--- config.mk ---
export PLATFORM = sky130hd
export DESIGN_NAME = layer_mac_sequencer_flat
export DESIGN_NICKNAME = d
export VERILOG_FILES = /design/src/rtl/layer_mac_sequencer_pkg.sv /design/src/rtl/nn_pkg.sv /design/src/rtl/layer_mac_sequencer_if.sv /design/src/rtl/nn_mac16.sv /design/src/rtl/layer_mac_sequencer.sv /design/src/flat_wrapper.sv
export SDC_FILE = /design/constraint.sdc
export NUM_CORES = 1
export LEC_CHECK = 0
export BUFFER_PORTS_ARGS = -buffer_cell sky130_fd_sc_hd__buf_2
export CORE_MARGIN = 1
export CORE_UTILIZATION = 25
export DETAILED_ROUTE_END_ITERATION = 10
export GPL_ROUTABILITY_DRIVEN = 0
export PLACE_DENSITY = 0.5
export SLEW_MARGIN = 20
export SYNTH_ARGS = -nofsm -noshare
export SYNTH_HDL_FRONTEND = slang
export SYNTH_SLANG_ARGS = --single-unit
--- constraint.sdc ---
create_clock -name clk -period 9.5 [get_ports clk]
set_clock_uncertainty 0.15 [all_clocks]
set_input_delay 0.475 -clock clk [delete_from_list [all_inputs] [get_ports clk]]
set_output_delay 0.475 -clock clk [all_outputs]
set_load 0.05 [all_outputs]
--- src/rtl/layer_mac_sequencer_pkg.sv ---
// Layer geometry, derived widths and FSM state encoding for layer_mac_sequencer.
package layer_mac_sequencer_pkg;

    localparam int unsigned N_IN  = 30;
    localparam int unsigned N_OUT = 8;
    localparam int unsigned AW    = $clog2(N_OUT * (N_IN + 1));
    localparam int unsigned NW    = $clog2(N_OUT);
    localparam int unsigned KW    = $clog2(N_IN + 1);
    localparam int unsigned CW    = $clog2(N_IN);

    typedef enum logic [1:0] {
        ST_LOAD,
        ST_MAC,
        ST_OUT
    } state_t;

endpackage

--- src/rtl/nn_pkg.sv ---
// Shared arithmetic for the ECG network: types and the exact node math used by
// both the parallel node modules and the time-multiplexed layer sequencer.
package nn_pkg;

    localparam int unsigned DW = 16;

    typedef logic signed [DW-1:0] act_t;
    typedef logic signed [DW-1:0] wgt_t;

    // ReLU on a 16-bit two's complement value; negative values clamp to zero.
    function automatic logic [DW-1:0] relu16(input act_t x);
        return x[DW-1] ? {DW{1'b0}} : $unsigned(x);
    endfunction

    // Signed 16x16 multiply keeping only the low 16 bits of the product.
    function automatic act_t mul_trunc16(input act_t a, input wgt_t b);
        logic signed [2*DW-1:0] p;
        p = (2*DW)'(a) * (2*DW)'(b);
        return act_t'(p[DW-1:0]);
    endfunction

endpackage

--- src/rtl/layer_mac_sequencer_if.sv ---
// Activation input stream, weight ROM port and result output stream of one layer.
interface layer_mac_sequencer_if;
    import nn_pkg::*;
    import layer_mac_sequencer_pkg::*;

    logic            in_valid;
    logic            in_ready;
    act_t            in_data;
    logic [AW-1:0]   w_addr;
    wgt_t            w_rdata;
    logic            out_valid;
    logic            out_ready;
    logic [DW-1:0]   out_data;
    logic [NW-1:0]   out_idx;
    logic            out_last;
    logic            busy;

    modport slave (
        input  in_valid, in_data, w_rdata, out_ready,
        output in_ready, w_addr, out_valid, out_data, out_idx, out_last, busy
    );

    modport master (
        output in_valid, in_data, w_rdata, out_ready,
        input  in_ready, w_addr, out_valid, out_data, out_idx, out_last, busy
    );

endinterface

--- src/rtl/nn_mac16.sv ---
// Registered multiply-truncate-accumulate with synchronous clear and enable.
// acc_nxt_c exposes the value the accumulator takes on an enabled edge.
module nn_mac16
    import nn_pkg::*;
(
    input  logic clk,
    input  logic reset,
    input  logic clr,
    input  logic en,
    input  logic sel_bias,
    input  act_t a,
    input  wgt_t b,
    output act_t acc_nxt_c
);

    act_t acc;
    act_t term_c;

    // Next accumulator value: bias added directly, weights through the truncating multiply.
    always_comb begin
        term_c    = sel_bias ? act_t'(b) : mul_trunc16(a, b);
        acc_nxt_c = acc + term_c;
    end

    // 16-bit wrapping accumulator; clear has priority over enable.
    always_ff @(posedge clk) begin
        if (reset) begin
            acc <= '0;
        end else if (clr) begin
            acc <= '0;
        end else if (en) begin
            acc <= acc_nxt_c;
        end
    end

endmodule

--- src/rtl/layer_mac_sequencer.sv ---
// Time-multiplexed fully-connected layer: buffers one activation vector, then
// walks every node through a single MAC fed by an external synchronous ROM.
module layer_mac_sequencer
    import nn_pkg::*;
    import layer_mac_sequencer_pkg::*;
(
    input  logic                 clk,
    input  logic                 reset,
    layer_mac_sequencer_if.slave bus
);

    state_t          state;
    logic [CW-1:0]   cnt;
    logic [NW-1:0]   node;
    logic [KW-1:0]   k;
    logic [KW-1:0]   d_k;
    logic            a_vld;
    logic            d_vld;
    act_t            act [N_IN];

    logic            in_hs_c;
    logic            load_done_c;
    logic            out_hs_c;
    logic            node_done_c;
    logic            mac_clr_c;
    logic            mac_en_c;
    logic            sel_bias_c;
    act_t            mac_a_c;
    act_t            acc_nxt_c;

    // Handshakes and MAC control; d_k tracks which ROM word is on w_rdata this cycle.
    always_comb begin
        in_hs_c     = bus.in_valid && bus.in_ready;
        load_done_c = (state == ST_LOAD) && in_hs_c && (cnt == CW'(N_IN - 1));
        out_hs_c    = (state == ST_OUT) && bus.out_valid && bus.out_ready;
        mac_en_c    = (state == ST_MAC) && d_vld;
        sel_bias_c  = (d_k == KW'(N_IN));
        node_done_c = mac_en_c && sel_bias_c;
        mac_clr_c   = load_done_c || (out_hs_c && (node != NW'(N_OUT - 1)));
        mac_a_c     = (d_k < KW'(N_IN)) ? act[d_k[CW-1:0]] : '0;
    end

    // Activation buffer, written only while loading.
    always_ff @(posedge clk) begin
        if ((state == ST_LOAD) && in_hs_c) begin
            act[cnt] <= bus.in_data;
        end
    end

    // Sequencer FSM with registered stream, ROM address and status outputs.
    always_ff @(posedge clk) begin
        if (reset) begin
            state         <= ST_LOAD;
            cnt           <= '0;
            node          <= '0;
            k             <= '0;
            d_k           <= '0;
            a_vld         <= 1'b0;
            d_vld         <= 1'b0;
            bus.in_ready  <= 1'b1;
            bus.w_addr    <= '0;
            bus.out_valid <= 1'b0;
            bus.out_data  <= '0;
            bus.out_idx   <= '0;
            bus.out_last  <= 1'b0;
            bus.busy      <= 1'b0;
        end else begin
            case (state)
                ST_LOAD: begin
                    if (in_hs_c) begin
                        bus.busy <= 1'b1;
                        if (load_done_c) begin
                            state        <= ST_MAC;
                            cnt          <= '0;
                            node         <= '0;
                            k            <= '0;
                            a_vld        <= 1'b1;
                            bus.w_addr   <= '0;
                            bus.in_ready <= 1'b0;
                        end else begin
                            cnt <= cnt + CW'(1);
                        end
                    end
                end
                ST_MAC: begin
                    // Address issue runs two cycles ahead of accumulation (ROM latency).
                    d_vld <= a_vld;
                    d_k   <= k;
                    if (a_vld) begin
                        if (k == KW'(N_IN)) begin
                            a_vld <= 1'b0;
                        end else begin
                            k          <= k + KW'(1);
                            bus.w_addr <= bus.w_addr + AW'(1);
                        end
                    end
                    if (node_done_c) begin
                        state         <= ST_OUT;
                        bus.out_valid <= 1'b1;
                        bus.out_data  <= relu16(acc_nxt_c);
                        bus.out_idx   <= node;
                        bus.out_last  <= (node == NW'(N_OUT - 1));
                    end
                end
                ST_OUT: begin
                    if (out_hs_c) begin
                        bus.out_valid <= 1'b0;
                        if (node == NW'(N_OUT - 1)) begin
                            state        <= ST_LOAD;
                            cnt          <= '0;
                            bus.in_ready <= 1'b1;
                            bus.busy     <= 1'b0;
                        end else begin
                            state      <= ST_MAC;
                            node       <= node + NW'(1);
                            k          <= '0;
                            a_vld      <= 1'b1;
                            bus.w_addr <= AW'((32'(node) + 32'd1) * (N_IN + 32'd1));
                        end
                    end
                end
                default: begin
                    state <= ST_LOAD;
                end
            endcase
        end
    end

    nn_mac16 u_mac (
        .clk       (clk),
        .reset     (reset),
        .clr       (mac_clr_c),
        .en        (mac_en_c),
        .sel_bias  (sel_bias_c),
        .a         (mac_a_c),
        .b         (bus.w_rdata),
        .acc_nxt_c (acc_nxt_c)
    );

endmodule

--- src/flat_wrapper.sv ---
// flat-port wrapper written by rule: the top's interface ports become plain ports
module layer_mac_sequencer_flat import nn_pkg::*; import layer_mac_sequencer_pkg::*;
  (clk, reset, bus_in_valid, bus_in_data, bus_w_rdata, bus_out_ready, bus_in_ready, bus_w_addr, bus_out_valid, bus_out_data, bus_out_idx, bus_out_last, bus_busy);
  layer_mac_sequencer_if bus_i ();
  input  logic clk;
  input  logic reset;
  input wire logic [$bits(bus_i.in_valid)-1:0] bus_in_valid;
  input wire logic [$bits(bus_i.in_data)-1:0] bus_in_data;
  input wire logic [$bits(bus_i.w_rdata)-1:0] bus_w_rdata;
  input wire logic [$bits(bus_i.out_ready)-1:0] bus_out_ready;
  output wire logic [$bits(bus_i.in_ready)-1:0] bus_in_ready;
  output wire logic [$bits(bus_i.w_addr)-1:0] bus_w_addr;
  output wire logic [$bits(bus_i.out_valid)-1:0] bus_out_valid;
  output wire logic [$bits(bus_i.out_data)-1:0] bus_out_data;
  output wire logic [$bits(bus_i.out_idx)-1:0] bus_out_idx;
  output wire logic [$bits(bus_i.out_last)-1:0] bus_out_last;
  output wire logic [$bits(bus_i.busy)-1:0] bus_busy;
  assign bus_i.in_valid = bus_in_valid;
  assign bus_i.in_data = bus_in_data;
  assign bus_i.w_rdata = bus_w_rdata;
  assign bus_i.out_ready = bus_out_ready;
  assign bus_in_ready = bus_i.in_ready;
  assign bus_w_addr = bus_i.w_addr;
  assign bus_out_valid = bus_i.out_valid;
  assign bus_out_data = bus_i.out_data;
  assign bus_out_idx = bus_i.out_idx;
  assign bus_out_last = bus_i.out_last;
  assign bus_busy = bus_i.busy;
  layer_mac_sequencer u_core (.clk(clk), .reset(reset), .bus(bus_i));
endmodule
==> reports/metrics.cfg <==
[sta]
fin_tns_setup_ns = 0
finalMaxSlewViolations = 0
rsz0062_at_grt = no
worst_pin_slew_ns = 0.990
finalCritPeriodShare_pct = 92.2
setup_viol = 0
max_slew_margin_pct = 33.9
final-hold-violation-count = 0
worst_slack_ns = 0.737
whs_ns = 0.0833
max_freq_mhz = 114
fin_crit_ns = 8.76

[synthesis]
synthArstFlopShare_pct = 0
yosysMostFrequentCell = edfxtp_1
synth_edf_count = 480
muxShareOfSynthArea_pct = 12.8
syn_area_um2 = 27100
synthTopCellsByArea = edfxtp_1 53%, mux4_2 9.7%, fa_1 6.4%
ys_ff_latch = 553
synth_nets = 2071
synthCells = 1848
synth_flop_cell = edfxtp_1
yosysWarnings = 0
synth_top_family_by_area = multiplexers
synth_cell_types = 63
synth-simple-area-share_pct = 7.22
synth_top_area_cell = edfxtp_1
netlist.area_leader.share_pct = 53.2
yosys-top-cells-count = 480 x edfxtp_1, 169 x inv_1, 158 x nand2_1
syn_area_per_cell_um2 = 14.7
yosysSeqAreaShare_pct = 58.6
synth_adder_area_share_pct = 11.0
yosys.area_share.xor_xnor_pct = 2.14
synth_compound_area_share_pct = 4.24

[placed_design]
dp_slack_ns = 0.254
hpwl_mm = 47.2
place_inst = 3283
post_dp_cell_area_um2 = 29400
portBuffers = 65

[cts]
cts_root_buffer = clkbuf_16
htreeDepth = 2
clkTransAtPathRegs_ns = 0.06
clock_sinks = 553
numCtsBuffers = 60
cts_buffer_depth = 3
cts_tree = yes
ctsHoldBuffers = 0
insertion_delay_ns = 0.66

[routing]
drt-pass1-iter-count = 4
drc = 0
via_per_inst = 4.53
drt-wirelength-per-cell_um = 21.4
vias = 15400
ant_nets = 0
finalWirelength_mm = 73.1
drt-initial-drc-count = 1159

[final_layout]
final_net_count = 2176
nFillCells = 10800
finalNonFillerCells = 3409
drive_gt1_share_pct = 19.9
design_area_um2 = 31500
area_delta_synth_final_pct = 16.4

[floorplanning]
ios = 67
die_y_um = 331
core_um2 = 107000
die-area_um2 = 110000
rows = 120
fp.dieW_um = 331
start_util_pct = 25.3

[worst_setup_path]
r2r_end = u_core.bus.out_data[13]
slowest_stage = fa_1
cp-endpoint = u_core.bus.out_data[13]
cp_top_family = adder cells
critPathArrivalTime_ns = 9.13
cp_num_buf_inv = 8
cp.depth = 32
slowest_delay_ns = 0.54
crit_type = reg2reg
worstPathRequired_ns = 9.86
crit_fanout = 14
endpoint_kind = register
reg2reg_setup_slack_ns = 0.74
reg2regPathDepth = 32
start_kind = register
critPathMostFrequentCell = fa_1

[global_route]
antenna_found_initial = 7
grt_max_degree = 41
grt_util_met2_pct = 22.5
grt_pass1_vias = 15900
overflow = 0
grt_usage_pct = 13.3
grt_pass1_wl_mm = 107
gr-usage-met3_pct = 1.94
busiest_layer = met2
met1_usage_pct = 17.8

[power_and_ir_drop]
ir_drop_v = 0.000257
powerDensity_nw_per_um2 = 248
power_leakage_nw = 11.0

[outcome]
status = finished clean

[hold_path]
hold_class = in2reg

[flow_run]
maxCapViolCount = 0

==> logic make-up after synthesis <==
family | after synthesis
AOI/OAI and AO/OA | 183
buffers and inverters | 252
muxes | 190
other | 1
adders and majority gates | 187
and+or+nand+nor | 422
xor gates and xnor gates | 60
DFF | 553
==> flip-flops by register name, indices dropped and copies added (netlist names), 2 cells and up, named ones only <==
name and flops:
u_core.d_k 5, u_core.cnt 5, u_core.u_mac.acc 16, u_core.node 3, u_core.bus.out_data 15, u_core.act 480
u_core.bus.w_addr 8, u_core.bus.out_idx 3, u_core.k 5, u_core.state 2
==> cell usage in the layout (no fill, tap or decap), drive strengths merged, types with 4 or more instances in the layout <==
cell	n
edfxtp	480
inv	172
nand2	158
buf	124
mux4	121
nor2	106
ha	101
fa	86
and2	73
dfxtp	73
clkbuf	72
a21oi	66
xnor2	44
mux2i	36
o21ai	36
mux2	33
clkinv	31
nand3	23
nor3	14
nor2b	13
a22o	13
xor2	12
a22oi	10
o22ai	7
and3	7
bufinv	7
nand2b	6
o21a	6
or3	6
a21o	6
a21boi	5
o31ai	5
o211ai	4
or3b	4
nand3b	4
o21bai	4
xnor3	4
a211oi	4
==> through the flow <==
stage | utilization, % | power, W
floorplan | - | 0.00489
global placement | 27.4 | 0.00556
detailed placement | 27.4 | 0.00558
CTS | 29.3 | 0.00793
global route | 29.4 | 0.00836
finish | 29.4 | 0.00783
==> worst min path at each step <==
stage	slack, ns	start	cells after the start	endpoint
after floorplan	0.29	u_core.u_mac.acc[0]	2	u_core.u_mac.acc[0]
after global placement	0.30	u_core.bus.out_idx[0]	2	u_core.bus.out_idx[0]
after detailed placement	0.30	u_core.bus.out_last	2	u_core.bus.out_last
after CTS	0.05	bus_out_ready	4	u_core.bus.out_valid
after global routing	0.07	bus_out_ready	4	u_core.bus.out_valid
final	0.08	bus_out_ready	4	u_core.bus.out_valid
==> worst reg2reg max path, delay by kind of cell (launching register included) <==
kind,cells,cell delay [ns]
adder cells (fa/ha/maj),8,3.73
AND/OR/NAND/NOR,6,1.43
multiplexers,3,1.27
buffers and inverters,8,0.72
AO/OA/AOI/OAI,4,0.53
XOR/XNOR,3,0.49
flip-flops,1,0.36
==> timing repair <==
item / 4_1_cts / 5_1_grt
buffers inserted: 0 / 11
resized for setup: 0 / 1
setup endpoints to repair: 0 / 15
==> area by class of cell <==
class	count	area [um^2]	area share, %
diodes	1	2.50	0.00794
clock buffers	71	1540	4.89
clock inverters	43	443	1.40
inverters	170	638	2.02
multi-input cells	1043	10300	32.8
flip-flops and latches	553	15900	50.4
well taps	1403	1760	5.57
repair buffers	125	918	2.91
==> metal layers <==
layer / up-vias / part of all wire [%] / routed length (um)
met4: 6 / 2.0 / 1470
met3: 102 / 3.9 / 2870
met5: - / 0.052 / 38
met1: 8070 / 45 / 32700
li1: 6938 / - / -
met2: 321 / 49 / 36000
==> report_power, final <==
group | switching (W) | leakage [nW] | internal, W
combinational | 0.00157 | 5.15 | 0.00126
sequential | 0.00000404 | 4.91 | 0.00265
clock | 0.000990 | 0.957 | 0.00136
Note: power is estimated with default switching activity, not from simulation.
